**config.mk**
```make
export PLATFORM = sky130hd
export DESIGN_NAME = fft_out_serializer_flat
export DESIGN_NICKNAME = d
export VERILOG_FILES = /design/src/rtl/fft_out_serializer_if.sv /design/src/rtl/fft_out_serializer.sv /design/src/flat_wrapper.sv
export SDC_FILE = /design/constraint.sdc
export NUM_CORES = 1
export LEC_CHECK = 0
export CAP_MARGIN = 15
export CORE_MARGIN = 3
export CORE_UTILIZATION = 54
export CTS_CLUSTER_DIAMETER = 200
export DETAILED_ROUTE_END_ITERATION = 16
export GPL_ROUTABILITY_DRIVEN = 0
export PLACE_DENSITY = 0.79
export SKIP_LAST_GASP = 1
export SLEW_MARGIN = 15
export SYNTH_ARGS = -nofsm -noshare
export SYNTH_HDL_FRONTEND = slang
export SYNTH_SLANG_ARGS = --single-unit
export TNS_END_PERCENT = 30
```
**constraint.sdc**
```tcl
create_clock -name clk -period 8.6 [get_ports clk]
set_input_delay 0.86 -clock clk [delete_from_list [all_inputs] [get_ports clk]]
set_output_delay 0.86 -clock clk [all_outputs]
set_load 0.05 [all_outputs]
```
**src/rtl/fft_out_serializer_if.sv**
```systemverilog
// Handshake bundle for the FFT output serializer: parallel vector in, serial words out.
// The slave modport is the serializer's view; master is the producer/consumer side.
interface fft_out_serializer_if #(
   parameter int unsigned N    = 8,
   parameter int unsigned LOGN = 3,
   parameter int unsigned DW   = 34
) ();

   logic              in_valid;
   logic              in_ready;
   logic [N*DW-1:0]   data_in;
   logic              out_valid;
   logic              out_ready;
   logic [DW-1:0]     data_out;
   logic [LOGN-1:0]   out_index;
   logic              out_last;

   modport slave (
      input  in_valid,
      input  data_in,
      input  out_ready,
      output in_ready,
      output out_valid,
      output data_out,
      output out_index,
      output out_last
   );

   modport master (
      output in_valid,
      output data_in,
      output out_ready,
      input  in_ready,
      input  out_valid,
      input  data_out,
      input  out_index,
      input  out_last
   );

endinterface

```
**src/rtl/fft_out_serializer.sv**
```systemverilog
// Ping-pong buffered serializer: captures an N-lane FFT result vector in one edge and
// emits it word by word, optionally undoing the butterfly's bit-reversed lane order.
module fft_out_serializer #(
   parameter int unsigned N       = 8,
   parameter int unsigned LOGN    = 3,
   parameter int unsigned DW      = 34,
   parameter bit          REORDER = 1'b1
) (
   input logic                 clk,
   input logic                 rst_n,
   fft_out_serializer_if.slave bus
);

   function automatic logic [LOGN-1:0] bitrev(input logic [LOGN-1:0] v);
      logic [LOGN-1:0] r;
      for (int unsigned i = 0; i < LOGN; i++) begin
         r[i] = v[LOGN-1-i];
      end
      return r;
   endfunction

   logic [DW-1:0]   bank_q [2][N];
   logic [1:0]      full_q, full_d;
   logic            wr_ptr_q, wr_ptr_d;
   logic            rd_ptr_q, rd_ptr_d;
   logic [LOGN-1:0] cnt_q, cnt_d;
   logic            in_ready_q, in_ready_d;
   logic            out_valid_q, out_valid_d;
   logic [DW-1:0]   data_out_q, data_out_d;
   logic [LOGN-1:0] out_index_q, out_index_d;
   logic            out_last_q, out_last_d;

   logic            accept;
   logic            load;
   logic            last_word;
   logic [LOGN-1:0] lane;

   assign lane      = REORDER ? bitrev(cnt_q) : cnt_q;
   assign last_word = (cnt_q == LOGN'(N - 1));
   // The write bank is only ever EMPTY and the read bank only ever FULL, so the two
   // sides never touch the same bank in one cycle.
   assign accept    = bus.in_valid && in_ready_q;
   assign load      = full_q[rd_ptr_q] && (!out_valid_q || bus.out_ready);

   always_comb begin
      full_d      = full_q;
      wr_ptr_d    = wr_ptr_q;
      rd_ptr_d    = rd_ptr_q;
      cnt_d       = cnt_q;
      out_valid_d = out_valid_q;
      data_out_d  = data_out_q;
      out_index_d = out_index_q;
      out_last_d  = out_last_q;

      if (accept) begin
         full_d[wr_ptr_q] = 1'b1;
         wr_ptr_d         = ~wr_ptr_q;
      end

      if (load) begin
         data_out_d  = bank_q[rd_ptr_q][lane];
         out_index_d = cnt_q;
         out_last_d  = last_word;
         out_valid_d = 1'b1;
         cnt_d       = cnt_q + LOGN'(1);
         if (last_word) begin
            full_d[rd_ptr_q] = 1'b0;
            rd_ptr_d         = ~rd_ptr_q;
            cnt_d            = '0;
         end
      end else if (out_valid_q && bus.out_ready) begin
         out_valid_d = 1'b0;
         out_last_d  = 1'b0;
      end

      // Registered from next-state status: no combinational path from out_ready.
      in_ready_d = ~full_d[wr_ptr_d];
   end

   always_ff @(posedge clk or posedge rst_n) begin
      if (rst_n) begin
         full_q      <= '0;
         wr_ptr_q    <= 1'b0;
         rd_ptr_q    <= 1'b0;
         cnt_q       <= '0;
         in_ready_q  <= 1'b1;
         out_valid_q <= 1'b0;
         data_out_q  <= '0;
         out_index_q <= '0;
         out_last_q  <= 1'b0;
      end else begin
         full_q      <= full_d;
         wr_ptr_q    <= wr_ptr_d;
         rd_ptr_q    <= rd_ptr_d;
         cnt_q       <= cnt_d;
         in_ready_q  <= in_ready_d;
         out_valid_q <= out_valid_d;
         data_out_q  <= data_out_d;
         out_index_q <= out_index_d;
         out_last_q  <= out_last_d;
      end
   end

   // Bank storage carries no reset; FULL flags alone decide what is valid.
   always_ff @(posedge clk) begin
      if (accept) begin
         for (int unsigned k = 0; k < N; k++) begin
            bank_q[wr_ptr_q][k] <= bus.data_in[k*DW +: DW];
         end
      end
   end

   assign bus.in_ready  = in_ready_q;
   assign bus.out_valid = out_valid_q;
   assign bus.data_out  = data_out_q;
   assign bus.out_index = out_index_q;
   assign bus.out_last  = out_last_q;

endmodule

```
**src/flat_wrapper.sv**
```systemverilog
// flat-port wrapper written by rule: the top's interface ports become plain ports
module fft_out_serializer_flat 
#(
   parameter int unsigned N       = 8,
   parameter int unsigned LOGN    = 3,
   parameter int unsigned DW      = 34,
   parameter bit          REORDER = 1'b1
)
  (clk, rst_n, bus_in_valid, bus_data_in, bus_out_ready, bus_in_ready, bus_out_valid, bus_data_out, bus_out_index, bus_out_last);
  fft_out_serializer_if #(.N(N), .LOGN(LOGN), .DW(DW)) bus_i ();
  input logic clk;
  input logic rst_n;
  input wire logic [$bits(bus_i.in_valid)-1:0] bus_in_valid;
  input wire logic [$bits(bus_i.data_in)-1:0] bus_data_in;
  input wire logic [$bits(bus_i.out_ready)-1:0] bus_out_ready;
  output wire logic [$bits(bus_i.in_ready)-1:0] bus_in_ready;
  output wire logic [$bits(bus_i.out_valid)-1:0] bus_out_valid;
  output wire logic [$bits(bus_i.data_out)-1:0] bus_data_out;
  output wire logic [$bits(bus_i.out_index)-1:0] bus_out_index;
  output wire logic [$bits(bus_i.out_last)-1:0] bus_out_last;
  assign bus_i.in_valid = bus_in_valid;
  assign bus_i.data_in = bus_data_in;
  assign bus_i.out_ready = bus_out_ready;
  assign bus_in_ready = bus_i.in_ready;
  assign bus_out_valid = bus_i.out_valid;
  assign bus_data_out = bus_i.data_out;
  assign bus_out_index = bus_i.out_index;
  assign bus_out_last = bus_i.out_last;
  fft_out_serializer #(.N(N), .LOGN(LOGN), .DW(DW), .REORDER(REORDER)) u_core (.clk(clk), .rst_n(rst_n), .bus(bus_i));
endmodule
```
==> flow_summary.toml, run 1 <==
[cts]
post_cts_buffers = 0
cts.sinks = 591
cts_tree = "done"
clock_path_buffers = 3
cts_buffers = 57
htreeDepth = 2
clk_pin_slew_ns = 0.06
hold_buffers = 0
worstSkewPairLatency_ns = 0.59
root_buffer = "clkbuf_16"
cts.repair.resized = 0

[critical_path]
worst_ep_required_time_ns = 8.80
worst_path_max_delay_cell = "buf_4"
critical_path.max_fanout = 80
cp-start-kind = "input pin"
slowest_delay_ns = 0.93
end_kind = "register"
path_cells = "clkdlybuf4s50_1 > and2_1 > ha_4 > buf_4"
critPathKind = "in -> reg"
cp.arrival_ns = 3.38

[floorplan]
dieArea_um2 = 43380
std_cell_rows = 73
ios = 316
core_area_um2 = 40100
start_util = 0.5510
die_w_um = 208.3
die_y_um = 208.3

[drt]
final_antenna_net_count = 0
vias = 11150
viasPerCell = 5.980
routedWlPerCell_um = 25.98
drt_iter0_markers = 986
drt_pass1_iterations = 5
drcViolationCount = 0
drt-total-wl_um = 48420

[timing]
setup_violations = 0
finalCritPeriodShare = 0.3699
grt_setup_unrepaired = "no"
worstMarginPinSlew_ns = 1.189
clock.fmax_mhz = 314.4
fin_setup_tns_ns = 0
relSlewSlack = 0.2048
hold_viol_final = 0
period_needed_ns = 3.181
finalClockSkew_ns = 0.01664
slew_viol_final = 0

[placement]
dp_hpwl_um = 29950
portBuffers = 315
dp_cells = 1751

[yosys]
synthesis.area_um2 = 22090
synth_cell_types = 27
synth_flop_cell = "edfxtp_1"
synthArstFlopShare = 0.07953
synth_seq_cells = 591
syn_area_per_cell_um2 = 23.26
synth_warnings = 0
netlist_instances = 950
ys_seq_area_frac = 0.7926
synth_nets = 1230
synth_edf_count = 544

[grt]
grt_max_degree = 172
grt_pass1_wl_um = 72750
grt_pass1_vias = 11940
grt_antenna_before_repair = 11
gr-total-overflow = 0
grt.total_usage = 0.2227

[finish]
fin_util = 0.6876
final_nets = 1565
syn2layout_area_growth_pct = 24.79
instances_no_fill = 1864
drive_gt1_frac = 0.2063
fillers = 2464

[run]
max_cap_viol_count = 0

[pwr]
power_density_nw_per_um2 = 322.6
peakVddDrop_mv = 0.2120
power.leakage_nw = 8.908

[status]
status = "completed"

[worst_hold_path]
hp-class = "reg -> reg"
-- where the power goes --
| group | internal (W) | leakage, nW | switching (W) |
|---|---|---|---|
| Combinational | 0.00123 | 2.58 | 0.00145 |
| Sequential | 0.00361 | 5.46 | 0.000247 |
| Clock | 0.00135 | 0.869 | 0.00101 |
| Total | 0.00619 | 8.91 | 0.00270 |
-- sequential cells by signal, indices dropped and copies added, names as in the netlist --
| name | cells |
|---|---|
| u_core.bank_q | 544 |
| u_core.bus.data_out | 34 |
| u_core.bus.in_ready | 1 |
| u_core.bus.out_index | 3 |
| u_core.bus.out_last | 1 |
| u_core.bus.out_valid | 1 |
| u_core.cnt_q | 3 |
| u_core.full_q | 2 |
| u_core.rd_ptr_q | 1 |
| u_core.wr_ptr_q | 1 |
-- logic make-up after synthesis --
group	after synthesis	share of synthesized area
buf+inv	58	0.01410
fa+ha+maj	4	0.002265
mux	178	0.1599
compound gates	108	0.02860
xor+xnor	1	0.0003965
flops	591	0.7926
simple gates	10	0.002096
-- worst paths after layout --
| path | start | to | slack (ns) | depth (start not counted) |
|---|---|---|---|---|
| worst max-delay path | bus_in_valid | u_core.bank_q[1][253]$_DFFE_PP_ | 5.42 | 4 |
| worst min-delay path | u_core.bus.out_index[2]$_DFFE_PP0P_ | u_core.bus.out_index[2]$_DFFE_PP0P_ | 0.50 | 1 |
| worst max register to register | u_core.cnt_q[1]$_DFFE_PP0P_ | u_core.bus.data_out[18]$_DFFE_PP0P_ | 5.51 | 5 |
| worst min register to register | u_core.bus.out_index[2]$_DFFE_PP0P_ | u_core.bus.out_index[2]$_DFFE_PP0P_ | 0.50 | 1 |
| max in group asynchronous | rst_n | u_core.cnt_q[0]$_DFFE_PP0P_ | 7.09 | 3 |
| min in group asynchronous | rst_n | u_core.bus.data_out[23]$_DFFE_PP0P_ | 0.85 | 3 |
-- per-stage QoR --
stage          hold WS, ns  instance area (um2)  worst slack (ns)  total power (W)
6_report            0.4978                27570             5.419         0.008895
5_1_grt             0.5215                27570             5.211         0.009273
4_1_cts             0.5058                27550             5.353         0.008980
3_5_place_dp        0.4923                25780             4.783         0.006598
3_3_place_gp        0.4713                25780             4.866         0.006506
2_1_floorplan       0.5024                22090            0.6408         0.005872
-- area by class of cell --
| class | instances | area [um2] | share of cell area |
|---|---|---|---|
| Clock buffer | 72 | 1503 | 0.05450 |
| Inverter | 5 | 18.77 | 0.0006807 |
| Multi-Input combinational cell | 301 | 4310 | 0.1563 |
| Antenna cell | 6 | 15.01 | 0.0005445 |
| Sequential cell | 591 | 17520 | 0.6355 |
| Timing Repair Buffer | 329 | 3274 | 0.1188 |
| Tap cell | 525 | 656.9 | 0.02382 |
| Clock inverter | 35 | 272.8 | 0.009892 |
-- Yosys cell counts, drive strengths merged (2+ instances only) --
master | number | share of area
dfrtp | 46 | 0.052
mux4 | 136 | 0.14
mux2i | 2 | 0.00091
ha | 4 | 0.0023
clkbuf | 19 | 0.0032
buf | 34 | 0.010
o22ai | 68 | 0.019
a31oi | 2 | 0.00057
nand2 | 5 | 0.00085
edfxtp | 544 | 0.74
inv | 5 | 0.00085
mux2 | 40 | 0.020
a21oi | 37 | 0.0086
-- layout by cell type, fill, tap and decap left out, drive strengths merged, types with 8 or more instances in the layout --
| cell type | count |
|---|---|
| buf | 14 |
| clkinv | 26 |
| mux4 | 136 |
| a21oi | 37 |
| mux2 | 40 |
| o22ai | 68 |
| dfrtp | 46 |
| edfxtp | 544 |
| inv | 8 |
| clkbuf | 72 |
| clkdlybuf4s50 | 315 |
-- metal layers --
metal	wire (um)	GRT usage	up-vias
met5	77	0	-
met4	1104	0.07115	10
met3	4117	0.05097	87
met2	24060	0.3554	533
met1	19070	0.3122	5777
li1	-	-	4740
-- worst max-delay path: cells and delay by family --
kind	cells	cell delay, ns
buffers and inverters	2	1.40
AND/OR/NAND/NOR	1	0.27
adder cells (fa/ha/maj)	1	0.79
Note: power is estimated with default switching activity, not from simulation.
==> run 2, diff against run 1 <==
--- a/config.mk
+++ b/config.mk
@@ -7,11 +7,11 @@
 export LEC_CHECK = 0
 export CAP_MARGIN = 15
 export CORE_MARGIN = 3
-export CORE_UTILIZATION = 54
+export CORE_UTILIZATION = 49
 export CTS_CLUSTER_DIAMETER = 200
 export DETAILED_ROUTE_END_ITERATION = 16
 export GPL_ROUTABILITY_DRIVEN = 0
-export PLACE_DENSITY = 0.79
+export PLACE_DENSITY = 0.76
 export SKIP_LAST_GASP = 1
 export SLEW_MARGIN = 15
 export SYNTH_ARGS = -nofsm -noshare
==> constraint.sdc (replaced) <==
create_clock -name clk -period 2.8 [get_ports clk]
set_input_delay 0.28 -clock clk [delete_from_list [all_inputs] [get_ports clk]]
set_output_delay 0.28 -clock clk [all_outputs]
set_load 0.05 [all_outputs]
==> flow_summary.toml, run 2 (synthesized netlist as in run 1, its figures left out) <==
[critical_path]
cp.arrival_ns = 2.02
cp-start-kind = "register"
slowest_delay_ns = 0.88
r2r_cells = 5
cpLargestDelayFamily = "buffers and inverters"
worst_ep_required_time_ns = 2.52
end_kind = "primary output"
critPathKind = "reg -> out"
worst-path-stages = 1
critical_path.max_fanout = 2
path_cells = "clkdlybuf4s50_1"
worst_path_max_delay_cell = "clkdlybuf4s50_1"
crit_buf_inv = 1

[pwr]
power_frac_seq = 0.419
p_total_w = 0.02817
peakVddDrop_mv = 0.5644
power_density_nw_per_um2 = 999.7
intPower_w = 0.01973
power.leakage_nw = 9.155
p_switching_w = 0.008440
sw_frac_of_total = 0.2996
p_clk_frac = 0.272
combPwrFrac = 0.309

[cts]
hold_buffers = 0
cts.sinks = 591
worstSkewPairLatency_ns = 0.60
cts.repair.resized = 0
cts_tree = "done"
root_buffer = "clkbuf_16"
cts_buffers = 57
clk_pin_slew_ns = 0.06
clock_path_buffers = 3
post_cts_buffers = 0
htreeDepth = 2

[grt]
grt_antenna_before_repair = 12
gr-total-overflow = 0
grt_max_degree = 85
grt_pass1_vias = 12130
grt.total_usage = 0.2094
grt_pass1_wl_um = 73820

[timing]
grt_setup_unrepaired = "no"
setup_violations = 0
finalClockSkew_ns = 0.01814
finalCritPeriodShare = 0.8207
period_needed_ns = 2.298
worstMarginPinSlew_ns = 0.6304
slew_viol_final = 0
fin_setup_tns_ns = 0
relSlewSlack = 0.5784
fin_hold_ws_ns = 0.05051
clock.fmax_mhz = 435.1
hold_viol_final = 0

[finish]
regArea_um2 = 17520
syn2layout_area_growth_pct = 27.53
drive_gt1_frac = 0.2262
most-common-layout-cells = "edfxtp_1 (544), clkdlybuf4s50_1 (315), mux4_2 (136)"
final_common_cell = "edfxtp_1"
final_nets = 1590
fillers = 2925
multiInputGateArea_um2 = 4313
regMostFlops = "u_core.bank_q"
final_cell_area_um2 = 28180
largest_reg_flops = 544

[floorplan]
die_w_um = 218.4
std_cell_rows = 77
dieArea_um2 = 47680
die_y_um = 218.4
core_area_um2 = 44410
start_util = 0.4975
ios = 316

[placement]
portBuffers = 315
dpl_cell_area_um2 = 26290
dp_hpwl_um = 32380

[worst_hold_path]
hp-class = "in -> async"

[drt]
drcViolationCount = 0
routedWlPerCell_um = 25.39
drt-total-wl_um = 49520
vias = 11200
drt_pass1_iterations = 5
final_antenna_net_count = 0
drt_iter0_markers = 1119
viasPerCell = 5.741

[status]
status = "completed"

[run]
max_cap_viol_count = 0
## run 2: power groups by stage
stage,logic (W),registers (W),clock network (W)
floorplan,0.00524,0.0126,0
global placement,0.00856,0.0119,0
detailed placement,0.00873,0.0120,0
CTS,0.00879,0.0118,0.00782
global route,0.00927,0.0119,0.00818
finish,0.00871,0.0118,0.00766
## run 2: path summary, 6_finish.rpt
path | slack [ns] | end | startpoint
worst min register to register | 0.52 | u_core.bus.out_last$_DFFE_PP0P_ | u_core.bus.out_last$_DFFE_PP0P_
worst max register to register | 0.55 | u_core.bus.data_out[29]$_DFFE_PP0P_ | u_core.cnt_q[1]$_DFFE_PP0P_
min in group clk | 0.26 | u_core.bank_q[1][250]$_DFFE_PP_ | bus_data_in[12]
max in group asynchronous | 2.04 | u_core.bus.data_out[13]$_DFFE_PP0P_ | rst_n
worst max-delay path | 0.50 | bus_in_ready | u_core.bus.in_ready$_DFF_PP1_
worst min-delay path | 0.05 | u_core.full_q[0]$_DFF_PP0_ | rst_n
## run 2: routing by layer
metal | up-vias | wire [um] | global-route usage | part of all wire
met5 | - | 119 | 0 | 0.0024
met4 | 20 | 1393 | 0.07045 | 0.028
met3 | 102 | 3971 | 0.05520 | 0.080
met2 | 469 | 24460 | 0.3440 | 0.49
met1 | 5820 | 19580 | 0.2752 | 0.40
li1 | 4784 | - | - | -
## run 2: final cells by class
type	instances	share of cell area
Multi-Input combinational cell	301	0.1531
Clock inverter	28	0.01057
Inverter	5	0.0006660
Tap cell	592	0.02629
Timing Repair Buffer	354	0.1312
Sequential cell	591	0.6218
Clock buffer	78	0.05635
Antenna cell	1	0.00008881
## run 2: stage by stage
step                      cells  worst slack [ns]  utilization
final                      1950            0.5019       0.6344
after global routing       1950            0.4017       0.6344
after CTS                  1949            0.4427       0.6344
after detailed placement   1843            0.5680       0.5919
after global placement     1843            0.6026       0.5919
after floorplan             950           -0.5229            -
